$ cat src/rtl/frame_dump_pkg.sv
// Shared definitions for the frame_dump capture engine: FSM encoding,
// ASCII constants and the trailer byte formatter.
package frame_dump_pkg;

  typedef enum logic [1:0] {
    ST_IDLE,
    ST_PIXELS,
    ST_DRAIN,
    ST_TRAILER
  } state_e;

  localparam logic [7:0] CH_ZERO = 8'h30;
  localparam logic [7:0] CH_SP   = 8'h20;
  localparam logic [7:0] CH_NL   = 8'h0A;

  localparam int unsigned TRAILER_LEN = 8;

  // Trailer layout: " dddd p\n", digits are raw nibbles offset by '0'
  function automatic logic [7:0] trailer_byte(input logic [2:0]  idx,
                                              input logic [15:0] sc,
                                              input logic        pf);
    logic [7:0] b;
    b = CH_NL;
    case (idx)
      3'd0, 3'd5: b = CH_SP;
      3'd1:       b = CH_ZERO + 8'(sc[15:12]);
      3'd2:       b = CH_ZERO + 8'(sc[11:8]);
      3'd3:       b = CH_ZERO + 8'(sc[7:4]);
      3'd4:       b = CH_ZERO + 8'(sc[3:0]);
      3'd6:       b = CH_ZERO + 8'(pf);
      default:    b = CH_NL;
    endcase
    return b;
  endfunction

endpackage

$ cat src/rtl/frame_dump_fifo.sv
// dump_fifo: synchronous prefetch FIFO with occupancy; push is accepted
// while full when a pop happens in the same cycle.
module dump_fifo #(
  parameter  int unsigned WIDTH = 4,
  parameter  int unsigned DEPTH = 4,
  localparam int unsigned CNT_W = $clog2(DEPTH + 1)
) (
  input  logic             clk,
  input  logic             clr,
  input  logic             push_i,
  input  logic [WIDTH-1:0] data_i,
  input  logic             pop_i,
  output logic [WIDTH-1:0] data_o,
  output logic             full_o,
  output logic             empty_o,
  output logic [CNT_W-1:0] count_o
);

  localparam int unsigned PTR_W = (DEPTH > 1) ? $clog2(DEPTH) : 1;

  logic [WIDTH-1:0] mem_q [DEPTH];
  logic [PTR_W-1:0] wr_q, rd_q;
  logic [CNT_W-1:0] cnt_q;
  logic             do_push, do_pop;

  function automatic logic [PTR_W-1:0] ptr_inc(input logic [PTR_W-1:0] p);
    return (p == PTR_W'(DEPTH - 1)) ? '0 : p + PTR_W'(1);
  endfunction

  assign do_pop  = pop_i && (cnt_q != '0);
  assign do_push = push_i && ((cnt_q != CNT_W'(DEPTH)) || do_pop);

  always_ff @(posedge clk or posedge clr) begin
    if (clr) begin
      wr_q  <= '0;
      rd_q  <= '0;
      cnt_q <= '0;
    end else begin
      if (do_push) wr_q <= ptr_inc(wr_q);
      if (do_pop)  rd_q <= ptr_inc(rd_q);
      cnt_q <= cnt_q + CNT_W'(do_push) - CNT_W'(do_pop);
    end
  end

  // Storage needs no reset: it is only read behind a non-zero count
  always_ff @(posedge clk) begin
    if (do_push) mem_q[wr_q] <= data_i;
  end

  assign data_o  = mem_q[rd_q];
  assign full_o  = (cnt_q == CNT_W'(DEPTH));
  assign empty_o = (cnt_q == '0);
  assign count_o = cnt_q;

endmodule

$ cat src/rtl/frame_dump.sv
// frame_dump: snapshots a frame via the renderer read port and streams it as
// ASCII over valid/ready. Define FRAME_DUMP_ROW_NL_EN to insert row newlines.
module frame_dump
  import frame_dump_pkg::*;
#(
  parameter int unsigned PX_WIDTH   = 64,
  parameter int unsigned PX_HEIGHT  = 48,
  parameter int unsigned PIX_BITS   = 3,
  parameter int unsigned ADDR_W     = 16,
  parameter int unsigned MEM_LAT    = 1,
  parameter int unsigned FIFO_DEPTH = 4
) (
  input  logic                clk,
  input  logic                clr,
  input  logic                frame_tick,
  input  logic [15:0]         score,
  input  logic                perfect,
  output logic [ADDR_W-1:0]   rd_addr,
  input  logic [PIX_BITS-1:0] rd_data,
  output logic [7:0]          out_data,
  output logic                out_valid,
  input  logic                out_ready,
  output logic                busy,
  output logic [15:0]         frame_cnt,
  output logic [7:0]          overrun_cnt
);

  localparam int unsigned COL_W = (PX_WIDTH > 1) ? $clog2(PX_WIDTH) : 1;
  localparam int unsigned ROW_W = (PX_HEIGHT > 1) ? $clog2(PX_HEIGHT) : 1;
  localparam int unsigned CNT_W = $clog2(FIFO_DEPTH + 1);
  localparam int unsigned SUM_W = CNT_W + 1;
  localparam int unsigned ENT_W = PIX_BITS + 1;
  localparam int unsigned TR_W  = 4;

  state_e              state_q, state_d;
  logic [ADDR_W-1:0]   addr_q, addr_d;
  logic [COL_W-1:0]    col_q, col_d;
  logic [ROW_W-1:0]    row_q, row_d;
  logic [15:0]         snap_score_q, snap_score_d;
  logic                snap_perf_q, snap_perf_d;
  logic [CNT_W-1:0]    inflight_q, inflight_d;
  logic [TR_W-1:0]     tr_idx_q, tr_idx_d;
  logic [7:0]          out_data_q, out_data_d;
  logic                out_valid_q, out_valid_d;
  logic                busy_q, busy_d;
  logic [15:0]         frame_cnt_q, frame_cnt_d;
  logic [7:0]          overrun_q, overrun_d;
  logic [MEM_LAT-1:0]  vpipe_q, mpipe_q;
`ifdef FRAME_DUMP_ROW_NL_EN
  logic                nl_pend_q, nl_pend_d;
`endif

  logic                issue_c, issue_mk_c, load_c, hs_c, pop_c, push_c, credit_c;
  logic [ENT_W-1:0]    push_data_c, fifo_head;
  logic                fifo_full, fifo_empty;
  logic [CNT_W-1:0]    fifo_count;
  logic [SUM_W-1:0]    outstanding_c;

  // Marker entries carry no pixel; their code field is forced to zero
  assign push_c      = vpipe_q[MEM_LAT-1];
  assign push_data_c = {mpipe_q[MEM_LAT-1],
                        mpipe_q[MEM_LAT-1] ? {PIX_BITS{1'b0}} : rd_data};

  dump_fifo #(.WIDTH(ENT_W), .DEPTH(FIFO_DEPTH)) u_fifo (
    .clk     (clk),
    .clr     (clr),
    .push_i  (push_c),
    .data_i  (push_data_c),
    .pop_i   (pop_c),
    .data_o  (fifo_head),
    .full_o  (fifo_full),
    .empty_o (fifo_empty),
    .count_o (fifo_count)
  );

  always_comb begin
    state_d      = state_q;
    addr_d       = addr_q;
    col_d        = col_q;
    row_d        = row_q;
    snap_score_d = snap_score_q;
    snap_perf_d  = snap_perf_q;
    tr_idx_d     = tr_idx_q;
    out_data_d   = out_data_q;
    out_valid_d  = out_valid_q;
    busy_d       = busy_q;
    frame_cnt_d  = frame_cnt_q;
    overrun_d    = overrun_q;
`ifdef FRAME_DUMP_ROW_NL_EN
    nl_pend_d    = nl_pend_q;
`endif
    issue_c      = 1'b0;
    issue_mk_c   = 1'b0;

    load_c = !out_valid_q || out_ready;
    hs_c   = out_valid_q && out_ready;
    pop_c  = !fifo_empty && load_c;

    // Credit counts this cycle's pop so MEM_LAT+1 <= FIFO_DEPTH sustains full rate
    outstanding_c = SUM_W'(fifo_count) + SUM_W'(inflight_q) - SUM_W'(pop_c);
    credit_c      = (outstanding_c < SUM_W'(FIFO_DEPTH)) && !fifo_full;

    if (hs_c) out_valid_d = 1'b0;
    if (pop_c) begin
      out_valid_d = 1'b1;
      out_data_d  = fifo_head[PIX_BITS] ? CH_NL
                                        : CH_ZERO + 8'(fifo_head[PIX_BITS-1:0]);
    end

    if (frame_tick && (state_q != ST_IDLE) && (overrun_q != 8'hFF))
      overrun_d = overrun_q + 8'd1;

    case (state_q)
      ST_IDLE: begin
        if (frame_tick) begin
          snap_score_d = score;
          snap_perf_d  = perfect;
          addr_d       = '0;
          col_d        = '0;
          row_d        = '0;
          busy_d       = 1'b1;
`ifdef FRAME_DUMP_ROW_NL_EN
          nl_pend_d    = 1'b0;
`endif
          state_d      = ST_PIXELS;
        end
      end
      ST_PIXELS: begin
        if (credit_c) begin
          issue_c = 1'b1;
`ifdef FRAME_DUMP_ROW_NL_EN
          if (nl_pend_q) begin
            issue_mk_c = 1'b1;
            nl_pend_d  = 1'b0;
          end else
`endif
          begin
            if (col_q == COL_W'(PX_WIDTH - 1)) begin
              col_d = '0;
              if (row_q == ROW_W'(PX_HEIGHT - 1)) begin
                state_d = ST_DRAIN;
              end else begin
                row_d  = row_q + ROW_W'(1);
                addr_d = addr_q + ADDR_W'(1);
`ifdef FRAME_DUMP_ROW_NL_EN
                nl_pend_d = 1'b1;
`endif
              end
            end else begin
              col_d  = col_q + COL_W'(1);
              addr_d = addr_q + ADDR_W'(1);
            end
          end
        end
      end
      ST_DRAIN: begin
        // Leave as the last FIFO entry pops so the trailer follows without a bubble
        if ((inflight_q == '0) && (fifo_count == CNT_W'(pop_c))) begin
          tr_idx_d = '0;
          state_d  = ST_TRAILER;
        end
      end
      ST_TRAILER: begin
        if (tr_idx_q == TR_W'(TRAILER_LEN)) begin
          if (hs_c) begin
            frame_cnt_d = frame_cnt_q + 16'd1;
            busy_d      = 1'b0;
            state_d     = ST_IDLE;
          end
        end else if (load_c) begin
          out_valid_d = 1'b1;
          out_data_d  = trailer_byte(tr_idx_q[2:0], snap_score_q, snap_perf_q);
          tr_idx_d    = tr_idx_q + TR_W'(1);
        end
      end
      default: state_d = ST_IDLE;
    endcase

    inflight_d = inflight_q + CNT_W'(issue_c) - CNT_W'(push_c);
  end

  always_ff @(posedge clk or posedge clr) begin
    if (clr) begin
      state_q      <= ST_IDLE;
      addr_q       <= '0;
      col_q        <= '0;
      row_q        <= '0;
      snap_score_q <= '0;
      snap_perf_q  <= 1'b0;
      inflight_q   <= '0;
      tr_idx_q     <= '0;
      out_data_q   <= '0;
      out_valid_q  <= 1'b0;
      busy_q       <= 1'b0;
      frame_cnt_q  <= '0;
      overrun_q    <= '0;
      vpipe_q      <= '0;
      mpipe_q      <= '0;
`ifdef FRAME_DUMP_ROW_NL_EN
      nl_pend_q    <= 1'b0;
`endif
    end else begin
      state_q      <= state_d;
      addr_q       <= addr_d;
      col_q        <= col_d;
      row_q        <= row_d;
      snap_score_q <= snap_score_d;
      snap_perf_q  <= snap_perf_d;
      inflight_q   <= inflight_d;
      tr_idx_q     <= tr_idx_d;
      out_data_q   <= out_data_d;
      out_valid_q  <= out_valid_d;
      busy_q       <= busy_d;
      frame_cnt_q  <= frame_cnt_d;
      overrun_q    <= overrun_d;
      vpipe_q[0]   <= issue_c;
      mpipe_q[0]   <= issue_mk_c;
      for (int k = 1; k < int'(MEM_LAT); k++) begin
        vpipe_q[k] <= vpipe_q[k-1];
        mpipe_q[k] <= mpipe_q[k-1];
      end
`ifdef FRAME_DUMP_ROW_NL_EN
      nl_pend_q    <= nl_pend_d;
`endif
    end
  end

  assign rd_addr     = addr_q;
  assign out_data    = out_data_q;
  assign out_valid   = out_valid_q;
  assign busy        = busy_q;
  assign frame_cnt   = frame_cnt_q;
  assign overrun_cnt = overrun_q;

endmodule

$ cat config.mk
export PLATFORM = sky130hd
export DESIGN_NAME = frame_dump
export DESIGN_NICKNAME = d
export VERILOG_FILES = /design/src/rtl/frame_dump_pkg.sv /design/src/rtl/frame_dump_fifo.sv /design/src/rtl/frame_dump.sv
export SDC_FILE = /design/constraint.sdc
export NUM_CORES = 1
export LEC_CHECK = 0
export BUFFER_PORTS_ARGS = -buffer_cell sky130_fd_sc_hd__buf_2
export CORE_UTILIZATION = 45
export CTS_CLUSTER_SIZE = 14
export DETAILED_ROUTE_END_ITERATION = 8
export PLACE_DENSITY = 0.67
export SYNTH_ARGS = -nofsm -noshare
export SYNTH_HDL_FRONTEND = slang
export SYNTH_SLANG_ARGS = --single-unit
$ cat constraint.sdc
create_clock -name clk -period 3.2 [get_ports clk]
set_input_delay 0.16 -clock clk [delete_from_list [all_inputs] [get_ports clk]]
set_output_delay 0.16 -clock clk [all_outputs]
set_load 0.005 [all_outputs]
======== Yosys cells after proc, flatten, opt, wreduce, memory -nomap -nowiden ========
Memories as Yosys holds them, arrays and structs flattened.
Index checks and enable logic that the tools add are counted.
operators by class
  reductions and logical operators ........ 31
  add/subtract/negate cells ............... 20
  muxes and demuxes ....................... 46
  order comparisons ....................... 1
  eq/ne operators ......................... 29
operators by type and width
  kind                                            number
  two-way mux 16 bit                              4
  case mux 7 bit (6 select lines)                 1
  two-way mux 6 bit                               6
  adder 16 x 1 -> 16 bit (second input constant)  2
  two-way mux 8 bit                               4
  case mux 16 bit (2 select lines)                1
  adder 6 x 4 -> 7 bit (first input constant)     4
  case mux 6 bit (2 select lines)                 2
  != test 2 bit (second input constant)           10
  two-way mux 2 bit                               9
  adder 6 x 1 -> 6 bit (second input constant)    2
  == test 3 bit (second input constant)           4
  == test 6 bit (second input constant)           2
  two-way mux 1 bit                               12
  two-way mux 4 bit                               3
  AND reduction 4 bit                             3
  zero test 3 bit                                 3
  adder 8 x 1 -> 8 bit (second input constant)    1
  == test 2 bit (second input constant)           4
  logical AND 1 bit                               8
  != test 8 bit (second input constant)           1
  case mux 2 bit (4 select lines)                 1
  case mux 4 bit (2 select lines)                 1
  nonzero test 2 bit                              4
  26 further kinds                                35
storage, ports and cells
  flip-flop bits (word level) ............. 96
  word-level logic and storage cells ...... 145
  memories ................................ 1
  input bits .............................. 24
  output and inout bits ................... 50
  RAM bits ................................ 12
memory list
  memory        depth  width  read ports  clocked after Yosys merged registers in  wr ports  RTL line               RTL
  u_fifo.mem_q  4      3      1           0                                        1         frame_dump_fifo.sv:21  logic [WIDTH-1:0] mem_q [DEPTH];

======== Logic depth before layout (Yosys ltp) ========
  depth after elaboration ................. 10
  gate-level depth with buffers ........... 16
  mapped depth without buffers ............ 16

======== Modules after synthesis ========
A second synthesis with hierarchy kept.
unflattened totals
  cells, all modules ...................... 518
  area total of the unflattened synthesis .. 5684.2 sq um
by module, submodules not included
  module      cells an instance  sequential area each (sq um)  instances  area each (sq um)
  frame_dump  459                2227.1                        1          4670.7
  dump_fifo   59                 655.6                         1          1013.5

======== Worst setup path before layout ========
Ideal clock, no wire load.
  path type ............................... reg-to-reg
  from .................................... register u_fifo.cnt_q[1], in the netlist u_fifo.count_o[1]
  to ...................................... register inflight_q[2]
  period minus slack after synthesis ...... 3.507 ns
  cell stages (with the launch flop) ...... 16
  required time ........................... 3.077 ns
  slack ................................... -0.307 ns
  library setup time ...................... 0.123 ns
  arrival ................................. 3.385 ns
  path buffers ............................ 0
  cell sequence ........................... dfrtp_1 nor3_1 a21o_1 clkinv_1 ha_1 and3b_1 or4_4 nand2_1 nand3_1 ha_1 inv_1 ha_1 inv_1 fa_1 xnor2_1 xnor2_1
between the ends
  cells in the longest elaborated chain, start to end .. 10
  elaborated cells between the ends (all ways) .. 13
  those cells by class .................... add/sub: 4; order compare: 1; eq/ne: 1; mux: 2; reduce/logical: 5
RTL lines
  what                                                          RTL line               RTL
  start, declared                                               frame_dump_fifo.sv:23  logic [CNT_W-1:0] cnt_q;
  start signal, assigned                                        frame_dump_fifo.sv:41  cnt_q <= cnt_q + CNT_W'(do_push) - CNT_W'(do_pop);
  branches (longest 5 deep; another with adder 3 x 3 -> 4 bit)  -
  logical AND 1 bit *                                           frame_dump.sv:101      credit_c = (outstanding_c < SUM_W'(FIFO_DEPTH)) && !fifo_full;
  two-way mux 1 bit *                                           frame_dump.sv:129      if (credit_c) begin
  two-way mux 1 bit *                                           frame_dump.sv:113      case (state_q)
  adder 3 x 1 -> 3 bit *                                        frame_dump.sv:179      inflight_d = inflight_q + CNT_W'(issue_c) - CNT_W'(push_c);
  subtractor 3 x 1 -> 3 bit *                                   frame_dump.sv:179
  via inflight_d[2]                                             frame_dump.sv:41       logic [CNT_W-1:0] inflight_q, inflight_d;
  end signal, assigned                                          frame_dump.sv:209      inflight_q <= inflight_d;
  end, declared                                                 frame_dump.sv:41
Mark *: on every way through the listed nets, which the timed path passes.
A chain may end at the register's enable or synchronous reset.

======== Final worst setup path ========
Same ends and word-level chain as after synthesis.

==> impl_summary.md <==
Route
The detail route stage leaves a number of antenna-violating nets equal to 0. The detail-routed net length per standard cell is 16.04 microns. The first-iteration detailed-routing DRC count is 279. Summed over all layers, the routed wires come to 11870 microns.

After detailed routing, the number of remaining DRC violations is 0. The mean number of vias per cell is 5.709. Across all layers, the routed design uses 4225 vias. The first-pass iteration count of the detailed router is 4.

Floorplanning
Row generation in the floorplan step produced 39 rows. In this run the count of I/O pins placed on the die edge is 74. The initial utilization of the core area, before any placement, comes to 0.4700. The core region is 11660 sq um.

The floorplan step defined a die boundary enclosing 12630 sq um. The floorplan step set the die width to 112.4 microns. The floorplan die height is 112.4 microns.

Synth
The mean instance size in the synthesized netlist is 10.90 sq um. Yosys mapped a number of flops with a built-in enable equal to 12. In the synthesized netlist, the number of instances is 503. The total of flip-flops plus latches after synthesis is 108.

After synthesis the cells add up to 5482 sq um. The post-synthesis cell type count is 61. Among all flip-flop cells after synthesis, the most frequent one is dfrtp_1.

The total nets after synthesis is 556. The share of the Yosys chip area taken by registers is 0.5040. The total number of yosys warnings is 0. The proportion of synthesized flip-flops having asynchronous set or reset is 0.8889.

STA
The largest clock skew in the final design is 6.298 ps. Setup slack on the critical path of the routed design comes to -74.66 ps. The share of the clock period used by the worst path after layout is 1.023. Measured against its own limit, the worst slew margin works out to 0.4550. The clock period minus final worst setup slack is 3275 ps. The number of endpoints with negative hold slack in the final report is 0. Static timing analysis puts the maximum clock frequency at 305.4 MHz.

Setup violations remaining at the end of the flow were counted as 1. Adding up every negative setup slack in the final design gives -74.66 ps. The count of final max-slew check failures is 0.

Setup repair after global routing could not meet its margin everywhere. The pin slew with the least headroom to its limit is 814.5 ps.

Run
The max-capacitance violation count is 0.

Place
Once detailed placement completed, the half-perimeter wirelength came to 8339 microns. The cell total after placement is 719. The congestion estimate from routability-driven global placement came to 0.7908.

Port buffering added 73 buffers.

Setup path
The startpoint type of the worst setup path is a register. The endpoint required time on the critical path is 3470 ps. The kind of capture point of the worst setup path is a register.

The path type of the worst setup path is reg2reg. Along the worst path, the maximum fanout reaches 3. The register-to-register setup slack is -70 ps. The arrival time at the worst endpoint is 3540 ps.

Clock network
The tree is rooted in a clkbuf_16. Clock latency on the worst-skew pair, taken at its later pin, is 360 ps. Clock-pin slew was measured on the worst setup and hold paths at 70 ps.

The clock sink count is 108. The clock passes through at most 2 buffers. The TritonCTS clock tree is done.

The number of buffers inserted during clock tree synthesis is 9. The H-tree was split into 3 levels.

Layout
Of the cells placed in the final design, the portion with a size suffix greater than 1 is 0.2596. The share of the core filled with cells in the final layout is 0.5582. The library cells used most frequently in the layout, excluding fill and tap cells, are dfrtp_1, buf_2, nand2_1. The area growth from synthesis to layout is 18.76%. The number of nets at the end of the flow is 645. The library cell used most frequently in the layout, excluding fill and tap cells, is dfrtp_1. The final cell count without fillers is 740. The number of diodes added for antenna fixing is 0.

GRT
Entering global routing, the biggest net connects 63 pins. The number of global-route vias before repair is 4210. Global routing finished with a remaining overflow of 0. The number of antenna violations at the first check in global routing is 0.

The first-pass GRT wire length is 20130 microns. In the global route stage, overall resource usage came out at 0.2008.

Outcome
The final reports fail on negative setup slack. The run finished, with violations left.

Pwr
For this design the static power due to leakage is 3.064 nW. The worst supply voltage drop on vdd is 474.3 uV. The total power draw is 5.170 mW. In this run the power density over the cells is 794.1 nW/um^2.

Hold path
The type of the worst min-delay path is in2reg.
-- worst max-delay path: stages, from the launching register on --
cell and delay [ps]:
dfrtp_2 440, nor3_4 200, a21o_1 160, inv_4 60
ha_4 270, and3b_2 210, or4_4 490, nand2_2 90
nand3_2 110, ha_4 260, inv_2 60, ha_4 120
inv_2 30, fa_2 340, xnor2_2 160, xnor2_1 190
-- power breakdown --
| part | internal (mW) | total, mW | switching (mW) | leakage [nW] |
|---|---|---|---|---|
| Clock | 0.619 | 1.15 | 0.528 | 0.146 |
| Sequential | 1.64 | 1.90 | 0.258 | 1.31 |
| Combinational | 0.976 | 2.13 | 1.15 | 1.61 |
-- through the flow --
stage               setup slack [ps]  cell area, sq um  hold slack (ps)
CTS                           -99.05              6446            4.098
global route                  -209.1              6510            3.735
floorplan                     -137.7              5504            258.9
finish                        -74.66              6510            12.81
detailed placement            -146.5              6088            364.0
global placement              -17.33              6088            350.7
-- synth_stat cells (3+ instances only) --
cell type | number | area (sq um)
a21oi_1 | 15 | 75.07
a22oi_1 | 4 | 30.03
a31oi_1 | 3 | 18.77
a41oi_1 | 3 | 26.28
and2_1 | 7 | 43.79
and3_1 | 15 | 93.84
and4_1 | 6 | 52.55
clkbuf_1 | 10 | 37.54
dfrtp_1 | 96 | 2402
edfxtp_1 | 12 | 360.4
ha_1 | 27 | 337.8
inv_1 | 30 | 112.6
mux2_2 | 20 | 225.2
mux2i_1 | 4 | 40.04
mux4_2 | 3 | 67.56
nand2_1 | 44 | 165.2
nand2b_1 | 5 | 31.28
nand3_1 | 23 | 115.1
nand3b_1 | 8 | 60.06
nand4_1 | 12 | 75.07
nor2_1 | 19 | 71.32
nor3_1 | 7 | 35.03
o21ai_0 | 33 | 165.2
o221ai_1 | 4 | 35.03
o31ai_1 | 22 | 165.2
xnor2_1 | 14 | 122.6
xor2_1 | 13 | 113.9
-- registers in the layout (all words and copies together), names as in the netlist, 3 cells and up --
signal          cells
row_q               6
inflight_q          3
col_q               6
tr_idx_q            4
frame_cnt          16
overrun_cnt         8
u_fifo.mem_q       12
out_data            8
rd_addr            16
u_fifo.count_o      3
snap_score_q       16
-- routing by layer --
metal	up-vias	track usage	routed length, microns
met5	-	0	0
met4	0	0.09244	166
met3	16	0.04104	473
met2	92	0.3317	5892
met1	2109	0.2551	5339
li1	2008	-	-
-- what timing repair did --
item,in CTS,in global routing
gates resized for setup,5,12
hold buffers,1,0
cloned,0,0
hold endpoints to repair,60,0
pin swaps,2,6
endpoints found under the setup margin,2,6
buffers inserted,3,1
-- worst paths after layout --
kind	startpoint	end	cells after the start
worst max-delay path	u_fifo.count_o[1]$_DFF_PP0_	inflight_q[2]$_DFF_PP0_	15
worst min-delay path	rd_data[1]	u_fifo.mem_q[1][1]$_DFFE_PP_	1
worst max register to register	u_fifo.count_o[1]$_DFF_PP0_	inflight_q[2]$_DFF_PP0_	15
worst min register to register	frame_cnt[15]$_DFFE_PP0P_	frame_cnt[15]$_DFFE_PP0P_	1
max in group asynchronous	clr	snap_score_q[1]$_DFFE_PP0P_	4
min in group asynchronous	clr	frame_cnt[6]$_DFFE_PP0P_	3
-- cell type report --
cell class	instances	area [sq um]
Clock buffer	9	225.2
Clock inverter	7	81.33
Fill cell	1001	5152
Inverter	31	121.4
Multi-Input combinational cell	349	2618
Sequential cell	108	2764
Tap cell	143	178.9
Timing Repair Buffer	93	521.8
-- logic make-up after synthesis --
logic type,count (synthesis),share of synthesized area
flops,108,0.5040
fa+ha+maj,29,0.06893
buf+inv,46,0.03492
xor+xnor,27,0.04314
compound gates,108,0.1358
mux,27,0.06072
simple gates,158,0.1525
Power figures use the tool's default switching activity.
